**config.mk**
```make
export PLATFORM = sky130hd
export DESIGN_NAME = booth_mac_sched
export DESIGN_NICKNAME = d
export VERILOG_FILES = /design/src/rtl/booth_mac_sched.sv
export SDC_FILE = /design/constraint.sdc
export NUM_CORES = 1
export LEC_CHECK = 0
export CAP_MARGIN = 40
export CORE_MARGIN = 2
export CORE_UTILIZATION = 59
export CTS_CLUSTER_SIZE = 24
export DETAILED_ROUTE_END_ITERATION = 7
export GPL_TIMING_DRIVEN = 0
export PLACE_DENSITY = 0.85
export SKIP_LAST_GASP = 1
export SLEW_MARGIN = 20
export SYNTH_ARGS = -nofsm -noshare
export SYNTH_HDL_FRONTEND = slang
export SYNTH_SLANG_ARGS = --single-unit
```
**constraint.sdc**
```tcl
create_clock -name clk -period 5.6 [get_ports clk]
set_input_delay 0.56 -clock clk [delete_from_list [all_inputs] [get_ports clk]]
set_output_delay 0.56 -clock clk [all_outputs]
set_load 0.02 [all_outputs]
```
**src/rtl/booth_mac_sched.sv**
```systemverilog
// Operand scheduler and accumulator wrapped around a sequential Booth multiplier.
// Operand pairs are queued, the multiplier is launched once per pair, and the products are summed.
module booth_mac_sched #(
    parameter int N     = 4,
    parameter int ACC_W = 2*N+4,
    parameter int DEPTH = 4,
    parameter int LAT   = N
) (
    input  logic             clk,
    input  logic             rst,
    input  logic             in_valid,
    output logic             in_ready,
    input  logic [N-1:0]     in_M,
    input  logic [N-1:0]     in_Q,
    input  logic             in_last,
    output logic [N-1:0]     mult_M,
    output logic [N-1:0]     mult_Q,
    output logic             mult_rst,
    input  logic [2*N-1:0]   mult_Prod,
    output logic             out_valid,
    input  logic             out_ready,
    output logic [ACC_W-1:0] out_acc,
    output logic             out_ovf,
    output logic             busy
);

    localparam int AW = $clog2(DEPTH);
    localparam int CW = $clog2(LAT + 1);

    typedef enum logic [2:0] {IDLE, LOAD, RUN, ACC, DONE} state_t;

    state_t state, state_next;

    logic [2*N:0]     mem [DEPTH];
    logic [AW-1:0]    wr_ptr, rd_ptr;
    logic [AW:0]      count, count_next;
    logic             full;
    logic             push, pop;
    logic             last_r;
    logic [CW-1:0]    cnt;
    logic [ACC_W-1:0] acc;
    logic             ovf;
    logic [ACC_W:0]   sum;

    assign push = in_valid && !full;
    assign pop  = (state == IDLE) && (count != '0);
    assign sum  = {1'b0, acc} + (ACC_W+1)'(mult_Prod);

    always_comb begin
        count_next = count;
        if (push && !pop)
            count_next = count + (AW+1)'(1);
        else if (!push && pop)
            count_next = count - (AW+1)'(1);
    end

    // Storage carries no reset; validity is tracked entirely by the pointers and count.
    always_ff @(posedge clk) begin
        if (push)
            mem[wr_ptr] <= {in_M, in_Q, in_last};
    end

    always_ff @(posedge clk or posedge rst) begin
        if (rst) begin
            wr_ptr <= '0;
            rd_ptr <= '0;
            count  <= '0;
            full   <= 1'b0;
        end else begin
            if (push)
                wr_ptr <= wr_ptr + AW'(1);
            if (pop)
                rd_ptr <= rd_ptr + AW'(1);
            count <= count_next;
            full  <= (count_next == (AW+1)'(DEPTH));
        end
    end

    always_comb begin
        state_next = state;
        case (state)
            IDLE: if (count != '0) state_next = LOAD;
            LOAD: state_next = RUN;
            RUN:  if (cnt == CW'(LAT-1)) state_next = ACC;
            ACC:  state_next = last_r ? DONE : IDLE;
            DONE: if (out_ready) state_next = IDLE;
            default: state_next = IDLE;
        endcase
    end

    always_ff @(posedge clk or posedge rst) begin
        if (rst)
            state <= IDLE;
        else
            state <= state_next;
    end

    // mult_rst follows the upcoming state so it is high exactly while idle, loading or done.
    always_ff @(posedge clk or posedge rst) begin
        if (rst) begin
            mult_M   <= '0;
            mult_Q   <= '0;
            last_r   <= 1'b0;
            cnt      <= '0;
            acc      <= '0;
            ovf      <= 1'b0;
            mult_rst <= 1'b1;
        end else begin
            if (pop)
                {mult_M, mult_Q, last_r} <= mem[rd_ptr];
            if (state == LOAD)
                cnt <= '0;
            else if (state == RUN)
                cnt <= cnt + CW'(1);
            if (state == ACC) begin
                acc <= sum[ACC_W-1:0];
                ovf <= ovf | sum[ACC_W];
            end else if (state == DONE && out_ready) begin
                acc <= '0;
                ovf <= 1'b0;
            end
            mult_rst <= (state_next == IDLE) || (state_next == LOAD) || (state_next == DONE);
        end
    end

    assign in_ready  = !full;
    assign out_valid = (state == DONE);
    assign out_acc   = acc;
    assign out_ovf   = ovf;
    assign busy      = (state != IDLE) || (count != '0);

endmodule

```
Yosys cells after proc, flatten, opt, wreduce, memory -nomap -nowiden
Memories as Yosys holds them, arrays and structs flattened. A register that Yosys moved wholly into a read port is not among the register bits. Index checks and enable logic that the tools add are counted.

Bits of input ports: 21. ROM bits: 0. Memories kept: 1. Word-level logic and storage cells: 57. Latch bits: 0. Output and inout bits: 25. Register bits after elaboration: 28. Bits in writable memories: 36.

Memories: mem (depth 4, width 9, rd ports 1, clocked after Yosys merged registers in 1, wr ports 1, RTL line 34) `logic [2*N:0] mem [DEPTH];`.

Add/subtract/negate cells: 6. Multiplexer cells: 15. Shift-type cells: 0. Equal/unequal tests: 8. Multiply operators: 0. Div/mod/pow operators: 0. Reduce and logical (&&, ||, !) cells: 17. Bitwise gates (word level): 1. $lt $le $gt $ge: 0.

Operator list (number): two-way mux 12 bit (2); two-way mux 3 bit (8); one-hot mux 3 bit (5 select lines) (1); adder 12 x 8 -> 13 bit (1); == test 3 x 2 -> 1 bit (second input constant) (3); == test 3 bit (second input constant) (3); adder 3 x 1 -> 3 bit (second input constant) (2); == test 3 x 1 -> 1 bit (second input constant) (2); zero test 3 bit (2); nonzero test 3 bit (2); logical AND 1 bit (5); adder 2 x 1 -> 2 bit (second input constant) (2); two-way mux 1 bit (4); nonzero test 2 bit (2); zero test 1 bit (3); logical OR 1 bit (3); subtractor 3 x 1 -> 3 bit (second input constant) (1); bitwise OR 1 bit (1).

Depth between registers and ports, before layout
Gate-level depths: netlist of the first run.

Depth after elaboration: 7. Depth in mapped cells: 8.

Worst setup path before layout of the first run
OpenSTA, ideal clock, no wires.

Path type: input port to flip-flop. From: in mult_Prod[0]. To: reg acc[10] (netlist: out_acc[10]). Path slack: 3.604 ns. Cell stages on the path: 8. Arrival time: 1.864 ns. Path buffers: 0. Setup time: 0.132 ns. Path through: ha_1 > inv_1 > fa_1 > nand2b_1 > a21oi_1 > o21ai_1 > o211ai_1 > o31ai_1.

Word-level cells in the longest chain between the ends: 2.

Ends and longest elaborated chain: start: declaration (RTL line 19) `input logic [2*N-1:0] mult_Prod,`; adder 12 x 8 -> 13 bit (RTL line 47) `assign sum = {1'b0, acc} + (ACC_W+1)'(mult_Prod);`; two-way mux 12 bit (RTL line 115) `if (state == ACC) begin`; end signal: assignment (RTL line 116) `acc <= sum[ACC_W-1:0];`; end: declaration (RTL line 41) `logic [ACC_W-1:0] acc;`.

No other way between the ends. A chain may end at the register's enable or synchronous reset.

Worst setup path in the final report of the first run
From: reg state[0]. To: out busy.

Word-level cells in the longest chain between the ends: 2.

Ends and longest elaborated chain: start: declaration (RTL line 32) `state_t state, state_next;`; start signal: assignment (RTL line 95) `state <= state_next;`; nonzero test 3 bit (RTL line 130) `assign busy = (state != IDLE) || (count != '0);`; logical OR 1 bit (RTL line 130); end: declaration (RTL line 24) `output logic busy`.

No other way between the ends.

==> qor.yml, run 1 <==
status:
  outcome: "finished clean"
sta:
  hold_violations: 0
  fmax_mhz: 383
  setup-violations-final: 0
  clock_skew_ns: 0.00731
  worst_slew_pin_slew_ns: 0.633
  rsz0062_at_grt: "false"
  drv_slew: 0
  slew_headroom_pct: 57.8
  period_share_pct: 46.6
  fin_tns_setup_ns: 0
  fin_crit_ns: 2.61
yosys:
  synth-seq-cells: 73
  yosysSeqAreaShare_pct: 59.1
  async_flop_share_pct: 50.7
  synth_adder_area_share_pct: 7.48
  ys.flop_type: "edfxtp_1"
  synth_top_family_by_area: "multiplexers"
  synthSimpleGateAreaFrac_pct: 8.47
  synthMuxAreaShare_pct: 10.3
  synth-xor-area-share_pct: 3.83
  synth_cell_types: 48
  synthCells: 252
  synth.area.top_cells: "edfxtp_1 32%, dfrtp_1 27%, ha_1 6.3%, mux4_2 6.0%, o21ai_0 2.9%"
  synth_top_area_share_pct: 31.8
  netlist_area_um2: 3400
  yosysTopAreaCell: "edfxtp_1"
  synth_compound_area_share_pct: 7.59
  synth_fp_nets: 291
  synth-edff-count: 36
  avgSynthCellArea_um2: 13.5
  ys_warn_count: 0
final_layout:
  drive_gt1_share_pct: 15.0
  nets: 348
  insertedDiodeCount: 0
  post-route-util_pct: 74.9
  final_cells: 386
  areaGrowthSynthToFinish_pct: 22.3
floorplanning:
  row_count: 27
  initial_core_util_pct: 61.3
  die_y_um: 79.9
  die_area_um2: 6380
  fp.dieW_um: 79.9
  ios: 46
  core-area_um2: 5540
global_routing:
  grt-busiest-layer: "met2"
  grt_pass1_vias: 2244
  grtUsageMet2_pct: 37.7
  grtUsageMet1_pct: 28.1
  gr-total-overflow: 0
  grt_max_degree: 31
  met3_usage_pct: 4.75
  grt_pass1_wl_um: 10600
  grt_util_all_layers_pct: 22.7
  antenna_found_initial: 0
drt:
  vias_per_cell: 5.71
  route.detailed.drc: 0
  drt_iter0_markers: 179
  drt-total-wl_um: 6450
  wl_per_cell_um: 16.7
  ant_nets: 0
  vias: 2205
  drt_pass1_iterations: 4
worst_setup_path:
  end_kind: "output pin"
  cp-start-kind: "register"
  critPathKind: "register to output pin"
  slowest_stage: "clkdlybuf4s50_1"
  worstPathRequired_ns: 5.04
  crit_path_max_incr_delay_ns: 0.54
  crit_fanout: 7
  worstPathCellList: "or2_2 > or3_1 > clkdlybuf4s50_1"
  worstPathArrival_ns: 2.05
placed_design:
  place_inst: 370
  dp_hpwl_um: 4400
  gp_congestion: 0.831
  port_buffers: 45
clocking:
  cts_sinks: 73
  cts_root_buf: "clkbuf_8"
  cts_max_path_buffers: 2
  htreeDepth: 3
  clk_latency_ns: 0.35
  cts_setup_buffers: 0
  cts_buffers: 9
  clkTransAtPathRegs_ns: 0.08
  hold_buffers: 0
  cts_tree: "done"
  postCtsResizedCells: 0
power:
  power_density_nw_per_um2: 550
  peakVddDrop_v: 0.000327
  p_leak_uw: 0.00165
worst_hold_path:
  hold_class: "input port to asynchronous set/reset pin"
run:
  cap_violations: 0
[cells in the mapped netlist (3+ instances only)]
| library cell | n |
|---|---|
| mux2_2 | 8 |
| xnor2_1 | 5 |
| and2_1 | 4 |
| a22o_1 | 3 |
| nor2_1 | 3 |
| nand2_1 | 19 |
| ha_1 | 17 |
| xor2_1 | 8 |
| mux4_2 | 9 |
| buf_2 | 3 |
| a21oi_1 | 8 |
| nand3_1 | 9 |
| inv_1 | 17 |
| nand2b_1 | 5 |
| o21ai_0 | 20 |
| dfrtp_1 | 36 |
| clkbuf_1 | 4 |
| edfxtp_1 | 36 |
[final timing paths]
path                            start     endpoint  slack [ns]  cells after the start
max in group asynchronous         rst     mult_rst        4.66                      3
max                          state[0]         busy        2.99                      3
max reg2reg                out_acc[0]  out_acc[10]        3.50                      8
min in group clk            mult_M[1]    mult_M[1]        0.51                      1
min                               rst    mult_Q[0]        0.45                      2
min reg2reg                 mult_M[1]    mult_M[1]        0.51                      1
[critical path: cells and delay by family, from the launching register on]
| kind | cells | cell delay, ns |
|---|---|---|
| and+or+nand+nor | 2 | 0.69 |
| buffers and inverters | 1 | 0.54 |
| DFF | 1 | 0.47 |
[metrics by stage]
stage / hold WS [ns] / total power, uW / area, um^2 / setup slack, ns
after floorplan: 0.478 / 1550 / 3400 / 3.60
after global placement: 0.480 / 1830 / 3940 / 2.94
after detailed placement: 0.495 / 1880 / 3960 / 2.89
after CTS: 0.451 / 2300 / 4150 / 2.98
after global routing: 0.463 / 2440 / 4150 / 2.91
final: 0.446 / 2290 / 4150 / 2.99
[state kept, by name (all words and copies together), names as in the netlist]
| signal | cells |
|---|---|
| cnt | 3 |
| out_ovf | 1 |
| mult_rst | 1 |
| mem | 36 |
| rd_ptr | 2 |
| mult_M | 4 |
| state | 3 |
| out_acc | 12 |
| wr_ptr | 2 |
| full | 1 |
| count | 3 |
| mult_Q | 4 |
| last_r | 1 |
[logic make-up after synthesis]
kind of cell / count (synthesis)
flip-flops: 73
AND/OR/NAND/NOR: 55
AO/OA/AOI/OAI: 43
buffers and inverters: 26
multiplexers: 21
adder cells (fa/ha/maj): 20
XOR/XNOR: 14
[cell usage in the layout, fill, tap and decap left out, types with 2 or more instances in the layout]
cell and n:
o211ai_1 2, buf_2 3, or2_2 2, clkdlybuf4s50_1 45, mux2_2 8, nor3_1 2, a21o_1 2, xnor2_1 5
nand2b_1 5, clkbuf_1 5, dfrtp_1 36, o21ai_0 20, mux2i_1 2, nand3b_1 2, clkinvlp_4 2, edfxtp_1 36
nand2_1 19, nor2b_1 2, clkbuf_8 9, nor4_1 2, xor2_1 8, and2_1 4, a21oi_1 8, ha_1 17
nand3_1 9, mux4_2 9, a22o_1 3, inv_1 16, nor2_1 3
[power breakdown]
group | internal [uW] | switching (uW) | leakage (uW) | total [uW]
registers | 744 | 98.8 | 0.000788 | 843
clock network | 207 | 203 | 0.0000929 | 410
logic | 497 | 536 | 0.000767 | 1030
[layer usage]
layer / wire [um] / up-vias / part of all wire [%]
met1: 2690 / 1118 / 42
li1: - / 1025 / -
met3: 255 / 6 / 4.0
met2: 3430 / 56 / 53
met4: 76 / 0 / 1.2
met5: 0 / - / 0
[area by class of cell]
cell class / count / area (um^2)
multi-input cells: 153 / 1280
plain buffers: 9 / 45.0
well taps: 72 / 90.1
fillers: 348 / 1390
clock buffers: 10 / 128
flip-flops and latches: 73 / 2010
clock inverters: 6 / 67.6
inverters: 17 / 63.8
repair buffers: 46 / 470
(Power assumes the default switching activity.)
==> run 2, diff against run 1 <==
CORE_UTILIZATION = 55   (was 59)
PLACE_DENSITY = 0.8   (was 0.85)
clock period = 2.6 ns   (was 5.6 ns; I/O delays follow)
==> run 2 against run 1 <==
Effect of this change:
- non-clock buffer count unchanged
- routed wire length decreased by 6.6%
- sequential power increased by 110%
- final cell count increased by 0.78%
- sequential share of layout area about the same
- clock-buffer cell count increased by 1
==> qor.yml, run 2 (same netlist as run 1, synthesis figures left out) <==
status:
  outcome: "finished clean"
power:
  internal_power_uw: 3110  # +110%
  swShare_pct: 35.9  # -0.76 points
  seqPwrFrac_pct: 37.2  # +0.3 points
  power_density_nw_per_um2: 1170  # +110%
  combPwrFrac_pct: 45.2  # about the same
  p_leak_uw: 0.00164  # -0.59%
  peakVddDrop_v: 0.000632  # +93%
  p_sw_uw: 1740  # +110%
  clkPwrFrac_pct: 17.6  # -0.3 points
floorplanning:
  row_count: 28  # +3.7%
  initial_core_util_pct: 57.0  # -4.3 points
  fp.dieW_um: 82.6  # +3.4%
  ios: 46  # unchanged
  die_area_um2: 6820  # +6.9%
  core-area_um2: 5960  # +7.5%
  die_y_um: 82.6  # +3.4%
worst_setup_path:
  slowest_stage: "clkdlybuf4s50_1"
  crit_fanout: 7  # unchanged
  worstPathArrival_ns: 2.04  # about the same
  critPathKind: "register to output pin"
  end_kind: "output pin"
  cp-start-kind: "register"
  crit_path_max_incr_delay_ns: 0.55  # about the same
  reg2reg_from: "out_acc[0]"
  worstPathCellList: "or2_2 > or3_1 > clkdlybuf4s50_1"
  worstPathRequired_ns: 2.34  # -2.70 ns
  cp-startpoint: "state[0]"
placed_design:
  port_buffers: 45  # unchanged
  gp_congestion: 0.823  # -0.91%
  dp_hpwl_um: 4190  # -4.8%
final_layout:
  largest_reg_flops: 36  # unchanged
  insertedDiodeCount: 0  # unchanged
  drive_gt1_share_pct: 14.3  # -0.64 points
  areaGrowthSynthToFinish_pct: 22.1  # about the same
  nets: 348  # unchanged
  top_register: "mem"
  final_common_cell: "clkdlybuf4s50_1"
  fillers: 424  # +22%
  regArea_um2: 2010  # unchanged
  post-route-util_pct: 69.6  # -5.3 points
  multi_input_area_um2: 1280  # unchanged
  final_cell_mix: "45 x clkdlybuf4s50_1, 36 x dfrtp_1, 36 x edfxtp_1"
sta:
  hold_violations: 0  # unchanged
  period_share_pct: 88.5
  fin_crit_ns: 2.30
  worst_slew_pin_slew_ns: 0.606  # -0.0268 ns
  slew_headroom_pct: 59.6  # +1.8 points
  fin_tns_setup_ns: 0  # unchanged
  drv_slew: 0  # unchanged
  clock_skew_ns: 0.00711  # -0.000193 ns
  rsz0062_at_grt: "false"
  fmax_mhz: 435
  setup-violations-final: 0  # unchanged
drt:
  drt_pass1_iterations: 4  # unchanged
  drt-total-wl_um: 6030  # -6.6%
  drt_iter0_markers: 143  # -20%
  vias_per_cell: 5.50  # -3.7%
  vias: 2140  # -2.9%
  wl_per_cell_um: 15.5  # -7.3%
  route.detailed.drc: 0  # unchanged
  ant_nets: 0  # unchanged
clocking:
  cts_sinks: 73  # unchanged
  hold_buffers: 0  # unchanged
  postCtsResizedCells: 0  # unchanged
  cts_tree: "done"
  cts_max_path_buffers: 2  # unchanged
  htreeDepth: 3  # unchanged
  clk_latency_ns: 0.33  # -0.02 ns
  cts_setup_buffers: 0  # unchanged
  cts_buffers: 9  # unchanged
  clkTransAtPathRegs_ns: 0.08  # about the same
  cts_root_buf: "clkbuf_8"
global_routing:
  grt_pass1_vias: 2092  # -6.8%
  grt_pass1_wl_um: 9650  # -9.2%
  gr-total-overflow: 0  # unchanged
  grt_util_all_layers_pct: 19.3  # -3.4 points
  antenna_found_initial: 0  # unchanged
  grt_max_degree: 31  # unchanged
worst_hold_path:
  hold_class: "input port to asynchronous set/reset pin"
run:
  cap_violations: 0  # unchanged
## run 2: cell count changes in the layout (fill, tap and decap cells not counted)
| cell | delta |
|---|---|
| clkbuf_1 | +1 |
| clkinv_1 | +1 |
| clkinv_2 | -1 |
| clkinv_4 | -1 |
| clkinvlp_4 | +1 |
| inv_6 | -1 |
## run 2: power groups by stage
stage	logic, uW	registers (uW)	clock network, uW
final	2190	1800	851
after global routing	2430	1850	909
after CTS	2220	1810	861
after detailed placement	2200	1830	0
after global placement	2130	1810	0
after floorplan	1370	1970	0
## run 2: critical path, delay by kind of cell (launching register included)
family | cells | cell delay, ns
buffers and inverters | 1 | 0.55
DFF | 1 | 0.46
and+or+nand+nor | 2 | 0.69
## run 2: path summary, 6_finish.rpt
check	slack [ns]	to	depth (start not counted)
worst max register to register	0.59	out_acc[10]	8
min in group clk	0.50	out_ovf	1
worst min-delay path	0.17	mult_M[3]	2
worst min register to register	0.50	out_ovf	1
max in group asynchronous	1.94	mult_rst	3
worst max-delay path	0.30	busy	3
## run 2: area by class of cell
cell class / count / area share (%)
tap: 75 / 2.26
multi-input combinational: 153 / 30.8
sequential: 73 / 48.4
clock inverter: 5 / 1.36
clock buffer: 11 / 3.17
inverter: 17 / 1.54
buffer: 9 / 1.09
timing repair buffer: 46 / 11.3
## run 2: metrics by stage
step	power (uW)	setup WS [ns]	std cells	hold WS, ns	area [um^2]
after floorplan	3350	0.657	252	0.347	3400
after global placement	3940	0.267	372	0.472	3940
after detailed placement	4030	0.215	373	0.479	3960
after CTS	4890	0.288	389	0.168	4150
after global routing	5190	0.164	389	0.168	4150
final	4850	0.300	389	0.167	4150
## run 2: metal layers
| layer | GRT usage (%) | part of all wire [%] | vias up |
|---|---|---|---|
| li1 | - | - | 1026 |
| met3 | 4.46 | 5.1 | 5 |
| met1 | 25.7 | 44 | 1059 |
| met5 | 0 | 0 | - |
| met4 | 5.74 | 0.73 | 0 |
| met2 | 31.8 | 50 | 50 |
